===== src/rtl/game_pkg.sv =====
// Shared screen encodings and game constants for the LED racer.
// Latency: none (package only).
// Backpressure: none (package only).
package game_pkg;

    typedef enum logic [1:0] {
        SCREEN_MENU      = 2'b00,
        SCREEN_PLAY      = 2'b01,
        SCREEN_END       = 2'b10,
        SCREEN_COUNTDOWN = 2'b11
    } screen_t;

    // Number of visible countdown steps (3, 2, 1).
    localparam int COUNTDOWN_STEPS = 3;

endpackage


===== src/rtl/game_screen_fsm_position_counter.sv =====
// Saturating per-player track position counter; clr has priority over inc.
// Latency: inc at edge N is visible in cycle N+1.
// Backpressure: none; increments past the finish are dropped by saturation.
module position_counter #(
    parameter int TRACK_LEN = 49,
    parameter int POS_W     = $clog2(TRACK_LEN)
) (
    input  logic             clk,
    input  logic             reset,
    input  logic             inc,
    input  logic             clr,
    output logic [POS_W-1:0] count,
    output logic             at_finish,
    output logic             reach_finish
);

    localparam logic [POS_W-1:0] FINISH = POS_W'(TRACK_LEN - 1);

    // Position register: clear wins, otherwise count up until the finish LED.
    always_ff @(posedge clk or posedge reset) begin
        if (reset) begin
            count <= '0;
        end else if (clr) begin
            count <= '0;
        end else if (inc && (count != FINISH)) begin
            count <= count + 1'b1;
        end
    end

    assign at_finish    = (count == FINISH);
    // This edge lands the player on the finish LED.
    assign reach_finish = inc && !clr && (count == (FINISH - POS_W'(1)));

endmodule


===== src/rtl/game_screen_fsm.sv =====
// Game sequencer: MENU -> (COUNTDOWN, when START_COUNTDOWN_EN is defined) -> PLAY -> END.
// Latency: press or trigger_reset_all at edge N is reflected on all outputs in cycle N+1.
// Backpressure: none; presses outside MENU/PLAY are dropped, trigger_reset_all always wins.
module game_screen_fsm
    import game_pkg::*;
#(
    parameter int PLAYERS             = 4,
    parameter int TRACK_LEN           = 49,
    parameter int COUNTDOWN_CLK_COUNT = 1,
    parameter int POS_W               = $clog2(TRACK_LEN)
) (
    input  logic                     clk,
    input  logic                     reset,
    input  logic [PLAYERS-1:0]       btn_press,
    input  logic                     trigger_reset_all,
    output logic [1:0]               current_screen,
    output logic [PLAYERS*POS_W-1:0] positions,
    output logic [1:0]               winner,
    output logic                     winner_valid,
    output logic [1:0]               countdown_step
);

    screen_t              state;
    logic [PLAYERS-1:0]   done;
    logic                 any_done;
    logic [1:0]           win_idx;
    logic                 in_play;

    assign in_play        = (state == SCREEN_PLAY);
    assign current_screen = state;

    // One saturating counter per lane; moves only while racing.
    for (genvar g = 0; g < PLAYERS; g++) begin : g_lane
        logic lane_at_finish;
        logic lane_reach;

        position_counter #(
            .TRACK_LEN (TRACK_LEN),
            .POS_W     (POS_W)
        ) u_pos (
            .clk          (clk),
            .reset        (reset),
            .inc          (btn_press[g] && in_play),
            .clr          (trigger_reset_all),
            .count        (positions[g*POS_W +: POS_W]),
            .at_finish    (lane_at_finish),
            .reach_finish (lane_reach)
        );

        assign done[g] = in_play && (lane_reach || lane_at_finish);
    end

    assign any_done = |done;

    // Winner priority encoder: lowest lane index among this edge's finishers.
    always_comb begin
        win_idx = 2'd0;
        for (int i = PLAYERS - 1; i >= 0; i--) begin
            if (done[i]) begin
                win_idx = 2'(i);
            end
        end
    end

`ifdef START_COUNTDOWN_EN
    localparam int CD_W = (COUNTDOWN_CLK_COUNT > 1) ? $clog2(COUNTDOWN_CLK_COUNT) : 1;
    localparam logic [CD_W-1:0] CD_LAST = CD_W'(COUNTDOWN_CLK_COUNT - 1);

    logic [CD_W-1:0] cd_cnt;
`else
    assign countdown_step = 2'd0;
`endif

    // Screen sequencer with registered winner and countdown outputs.
    always_ff @(posedge clk or posedge reset) begin
        if (reset) begin
            state        <= SCREEN_MENU;
            winner       <= 2'd0;
            winner_valid <= 1'b0;
`ifdef START_COUNTDOWN_EN
            cd_cnt         <= '0;
            countdown_step <= 2'd0;
`endif
        end else if (trigger_reset_all) begin
            state        <= SCREEN_MENU;
            winner       <= 2'd0;
            winner_valid <= 1'b0;
`ifdef START_COUNTDOWN_EN
            cd_cnt         <= '0;
            countdown_step <= 2'd0;
`endif
        end else begin
            case (state)
                SCREEN_MENU: begin
                    if (|btn_press) begin
`ifdef START_COUNTDOWN_EN
                        state          <= SCREEN_COUNTDOWN;
                        countdown_step <= 2'(COUNTDOWN_STEPS);
                        cd_cnt         <= '0;
`else
                        state          <= SCREEN_PLAY;
`endif
                    end
                end
`ifdef START_COUNTDOWN_EN
                SCREEN_COUNTDOWN: begin
                    if (cd_cnt == CD_LAST) begin
                        cd_cnt <= '0;
                        if (countdown_step == 2'd1) begin
                            state          <= SCREEN_PLAY;
                            countdown_step <= 2'd0;
                        end else begin
                            countdown_step <= countdown_step - 2'd1;
                        end
                    end else begin
                        cd_cnt <= cd_cnt + 1'b1;
                    end
                end
`endif
                SCREEN_PLAY: begin
                    if (any_done) begin
                        state        <= SCREEN_END;
                        winner       <= win_idx;
                        winner_valid <= 1'b1;
                    end
                end
                SCREEN_END: begin
                    state <= SCREEN_END;
                end
                default: begin
                    state <= SCREEN_MENU;
                end
            endcase
        end
    end

endmodule


===== config.mk =====
export PLATFORM = sky130hd
export DESIGN_NAME = game_screen_fsm
export DESIGN_NICKNAME = d
export VERILOG_FILES = /design/src/rtl/game_pkg.sv /design/src/rtl/game_screen_fsm_position_counter.sv /design/src/rtl/game_screen_fsm.sv
export SDC_FILE = /design/constraint.sdc
export NUM_CORES = 1
export LEC_CHECK = 0
export BUFFER_PORTS_ARGS = -buffer_cell sky130_fd_sc_hd__buf_4
export CAP_MARGIN = 20
export CORE_MARGIN = 4
export CORE_UTILIZATION = 57
export CTS_BUF_LIST = sky130_fd_sc_hd__clkbuf_8 sky130_fd_sc_hd__clkbuf_16
export DETAILED_ROUTE_END_ITERATION = 12
export HOLD_SLACK_MARGIN = 0.03
export PLACE_DENSITY_LB_ADDON = 0.12
export SYNTH_ARGS = -nofsm -noshare
export SYNTH_HDL_FRONTEND = slang
export SYNTH_SLANG_ARGS = --single-unit

===== constraint.sdc =====
create_clock -name clk -period 3.21 [get_ports clk]
set_input_delay 0.1605 -clock clk [delete_from_list [all_inputs] [get_ports clk]]
set_output_delay 0.1605 -clock clk [all_outputs]
set_load 0.01 [all_outputs]

=== Word level (Yosys, flattened, before mapping) ===
Index checks and enable logic that the tools add are counted.

* Flip-flop bits (word level): 29
* Bits of input ports: 7

* Add/sub/neg operators: 4
* Eq/ne operators: 16
* Mux-type cells: 22
* Reductions and logical operators: 36

{| class="wikitable"
|+ Operator list
! cell !! count
|-
| 6-bit equality test, second input constant || 8
|-
| 6-bit 2-to-1 mux || 8
|-
| 6-bit by 1-bit adder with 6-bit output, second input constant || 4
|-
| 6-bit != test, second input constant || 4
|-
| 1-bit logical AND || 20
|-
| 2-bit 2-to-1 mux || 10
|-
| 2-bit nonzero test || 6
|-
| 4-bit OR reduction || 2
|-
| 3-bit != test, second input constant || 2
|-
| 2-bit one-hot mux with 3 select lines || 1
|-
| 1-bit logical OR || 4
|-
| 2-bit AND reduction || 2
|-
| 1-bit 2-to-1 mux || 3
|-
| 2-bit by 1-bit equality test with 1-bit output, second input constant || 1
|-
| 2-bit equality test, second input constant || 1
|-
| 2-bit logical NOT || 1
|-
| 1-bit logical NOT || 1
|}

=== Longest topological paths before layout ===
* Depth after elaboration: 13
* Gate-level depth with buffers: 8
* Depth with buffers taken out: 8

=== By module ===
From an unflattened synthesis, not the netlist that was laid out.

* Cells, all modules: 215
* Area, all modules: 1974.4 sq um

{| class="wikitable"
|+ Modules (own cells, without submodules)
! module !! times used !! cells an instance !! area each (sq um) !! sequential area each (sq um)
|-
| position_counter || 4 || 43 || 399.1 || 150.1
|-
| game_screen_fsm || 1 || 43 || 377.9 || 125.1
|}

=== Worst setup path before layout ===
No wires, ideal clock.

* Path kind: register to register
* From: reg state[1] (netlist: current_screen[1])
* To: reg state[1] (netlist: current_screen[1])
* Arrival time: 1.899 ns
* Setup slack: 1.232 ns
* Stages on the path, launching flop included: 9
* Path buffers: 0
* Clock period less this slack: 1.978 ns
* Path through: dfrtp_1 inv_1 ha_1 and3_1 nand3_1 o41a_1 nand4_2 mux2_1 a21oi_1

* Cells in the longest elaborated chain, start to end: 9

{| class="wikitable"
|+ Ends and longest elaborated chain
! what !! RTL line !! text
|-
| from (decl) || game_screen_fsm.sv:23 || <nowiki>screen_t state;</nowiki>
|-
| from (signal assigned) || game_screen_fsm.sv:77 || <nowiki>state <= SCREEN_MENU;</nowiki>
|-
| from (signal assigned) || game_screen_fsm.sv:85 || <nowiki>state <= SCREEN_MENU;</nowiki>
|-
| from (signal assigned) || game_screen_fsm.sv:101 || <nowiki>state <= SCREEN_PLAY;</nowiki>
|-
| 2-bit by 1-bit equality test with 1-bit output || game_screen_fsm.sv:29, game_screen_fsm.sv:93 ||
|-
| 1-bit logical AND || game_screen_fsm.sv:43 || <nowiki>.inc (btn_press[g] && in_play),</nowiki>
|-
| 1-bit logical AND (2 in series) || game_screen_fsm_position_counter.sv:32 || <nowiki>assign reach_finish = inc && !clr && (count == (FINISH - POS_W'(1)));</nowiki>
|-
| 1-bit logical OR || game_screen_fsm.sv:50 || <nowiki>assign done[g] = in_play && (lane_reach || lane_at_finish);</nowiki>
|-
| 1-bit logical AND || game_screen_fsm.sv:50 ||
|-
| 4-bit OR reduction || game_screen_fsm.sv:53 || <nowiki>assign any_done = |done;</nowiki>
|-
| 3-bit != test (no source line) || n/a ||
|-
| 2-bit AND reduction (no source line) || n/a ||
|}

Several ways; a longest one is shown, not always the timed one.
A chain may end at the register's enable or synchronous reset.

=== Final worst setup path ===
Ends and elaborated chain as after synthesis.

==> qor.yml <==
critical_path:
  cp.required_ns: 3.41
  timing.critical_path.max_delay_family: "simple AND/OR/NAND/NOR gates"
  slowest_stage: "ha_1"
  cp-end-kind: "register"
  path_cells: "inv_1 -> ha_1 -> and3_1 -> nand3_1 -> o41a_1 -> nand4_2 -> mux2_1 -> a21oi_1"
  worstPathArrival_ns: 2.67
  cpPeakStageDelay_ns: 0.48
  path_buf_inv: 1
  cp_max_fo: 14
  path_class: "reg2reg"
  cp-start-kind: "register"
placement:
  post-dp-hpwl_um: 2420
  dpl_worst_slack_ns: 0.775
  place_inst: 236
  place_congestion: 0.804
  place_area_um2: 1910
  io_buffers: 35
drt:
  first_pass_iters: 4
  num_vias: 1349
  drc: 0
  drt_iter0_markers: 29
  post_drt_wl_per_cell_um: 13.8
  antenna_left: 0
  drt-total-wl_um: 3410
  vias_per_cell: 5.48
floorplan:
  die_area_um2: 3790
  initial_utilization_pct: 59.3
  die_h_um: 61.6
  fp.dieW_um: 61.6
  io_pins: 38
  fp.coreArea_um2: 2760
  rows: 19
clocking:
  clk_pin_slew_ns: 0.06
  cts_tree: "built"
  post_cts_buffers: 0
  clk_latency_ns: 0.28
  cts_resized: 0
  max-clock-path-buffers: 2
  cts_buffers: 5
  cts_sinks: 29
  htree_levels: 2
  root_buffer: "clkbuf_8"
timing:
  final-hold-violation-count: 0
  fin_setup_tns_ns: 0
  setup_ws_ns: 0.747
  whs_ns: 0.266
  tightest_slew_ns: 0.526
  period_needed_ns: 2.46
  finalSetupViolations: 0
  fmax_mhz: 406
  drv_slew: 0
  fin_skew_ns: 0.00537
  rsz0062_at_grt: "no"
  post-route-period-util_pct: 76.7
  slew_headroom_pct: 64.9
finish:
  antennaDiodeCount: 0
  nNetsFinal: 231
  final_layout_size_suffix_gt1_share_pct: 20.5
  final_area_um2: 2020
  fin_cells: 246
  area_growth_syn_to_layout_pct: 23.8
global_routing:
  grt_pass1_vias: 1263
  gr-total-overflow: 0
  grt_max_degree: 35
  antenna_found_initial: 0
  track_usage_pct: 20.1
  grt_pass1_wl_um: 5680
synthesis:
  syn_area_um2: 1640
  yosysSeqAreaShare_pct: 44.4
  synth.avg_cell_area_um2: 9.29
  syn_inst: 176
  yosys_warnings: 0
  synth_seq_cells: 29
  synth_cell_types: 28
power_and_ir_drop:
  cellPowerDensity_nw_per_um2: 506
  vdd_drop_max_v: 0.000408
  p_leak_nw: 1.01
outcome:
  status: "completed"
run:
  drv_cap: 0
worst_hold_path:
  hold_class: "in2reg"
## worst reg2reg max path: cells and delay by family, from the launching register on
family,cells,cell delay [ns]
AND/OR/NAND/NOR,3,0.55
AO/OA/AOI/OAI,2,0.52
adder cells (fa/ha/maj),1,0.48
flip-flops,1,0.40
multiplexers,1,0.33
buffers and inverters,1,0.11
## Yosys cell counts
cell / count / area (um2)
a211oi_2: 1 / 12.5
nor2_1: 33 / 124
xor2_1: 7 / 61.3
nor4_1: 2 / 12.5
buf_4: 2 / 15.0
dfrtp_1: 29 / 726
nand2b_1: 1 / 6.26
o21ai_1: 2 / 10.0
o21bai_1: 1 / 7.51
mux2i_1: 4 / 40.0
nor3_1: 2 / 10.0
nand4_1: 6 / 37.5
and3_1: 7 / 43.8
mux2_1: 1 / 11.3
nand2_1: 5 / 18.8
or3_1: 1 / 6.26
ha_1: 10 / 125
a21oi_1: 7 / 35.0
a31oi_1: 1 / 6.26
inv_1: 18 / 67.6
xnor2_1: 12 / 105
clkbuf_1: 5 / 18.8
a211o_1: 1 / 8.76
conb_1: 1 / 3.75
o41a_1: 3 / 33.8
o311ai_2: 1 / 16.3
nand3_1: 12 / 60.1
nand4_2: 1 / 12.5
## sequential cells by signal, summed over array words and instances (netlist names)
register,count
g_lane.u_pos.count,24
current_screen,2
winner,2
winner_valid,1
## through the flow
step                      util (%)  power (mW)
after floorplan                  -       0.641
after global placement        69.1       0.725
after detailed placement      69.1       0.745
after CTS                     72.1        1.02
after global routing          73.4        1.09
final                         73.4        1.02
## per-layer routing
metal,share of wire (%),GRT usage (%)
met5,0,0
met3,6.3,4.61
met4,1.7,8.18
met2,47,31.2
met1,45,27.0
## cell type report
| class | instances | area [um2] |
|---|---|---|
| Clock buffer | 5 | 68.8 |
| Clock inverter | 3 | 11.3 |
| Fill cell | 215 | 733 |
| Inverter | 18 | 67.6 |
| Multi-Input combinational cell | 123 | 812 |
| Sequential cell | 29 | 726 |
| Tap cell | 31 | 38.8 |
| Timing Repair Buffer | 37 | 300 |
## repair_timing
action | in CTS | in global routing
hold endpoints to repair | 0 | 5
setup endpoints to repair | 0 | 0
hold buffers | 0 | 1
## cell usage in the layout (no fill, tap or decap), types with 7 or more instances in the layout
master,instances
nand3_1,12
xnor2_1,12
and3_1,7
inv_1,21
dfrtp_1,29
xor2_1,7
nor2_1,33
a21oi_1,7
ha_1,10
buf_4,35
## logic make-up (layout without fill, tap and decap cells)
kind of cell               count (synthesis)  in the layout  share of synthesized area, %
adders and majority gates                 10             10                          7.65
DFF                                       29             29                          44.4
muxes                                      5              5                          3.14
other                                      1              2                         0.229
xor gates and xnor gates                  19             19                          10.2
buffers and inverters                     25             63                          6.20
and+or+nand+nor                           70             70                          20.3
AOI/OAI and AO/OA                         17             17                          7.96
## final timing paths
path	cells past startpoint	slack, ns	start	to
max	8	0.75	current_screen[1]$_DFFE_PP0P_	current_screen[1]$_DFFE_PP0P_
min	2	0.27	trigger_reset_all	g_lane[0].u_pos.count[2]$_DFFE_PP0P_
max reg2reg	8	0.75	current_screen[1]$_DFFE_PP0P_	current_screen[1]$_DFFE_PP0P_
min reg2reg	2	0.52	winner_valid$_DFFE_PP0P_	winner_valid$_DFFE_PP0P_
max in group asynchronous	4	2.41	reset	g_lane[0].u_pos.count[0]$_DFFE_PP0P_
min in group asynchronous	3	0.38	reset	g_lane[3].u_pos.count[0]$_DFFE_PP0P_
## power by group
group          switching (mW)  internal [mW]
sequential             0.0307          0.396
clock                   0.137          0.144
combinational           0.178          0.138
Power figures use the tool's default switching activity.
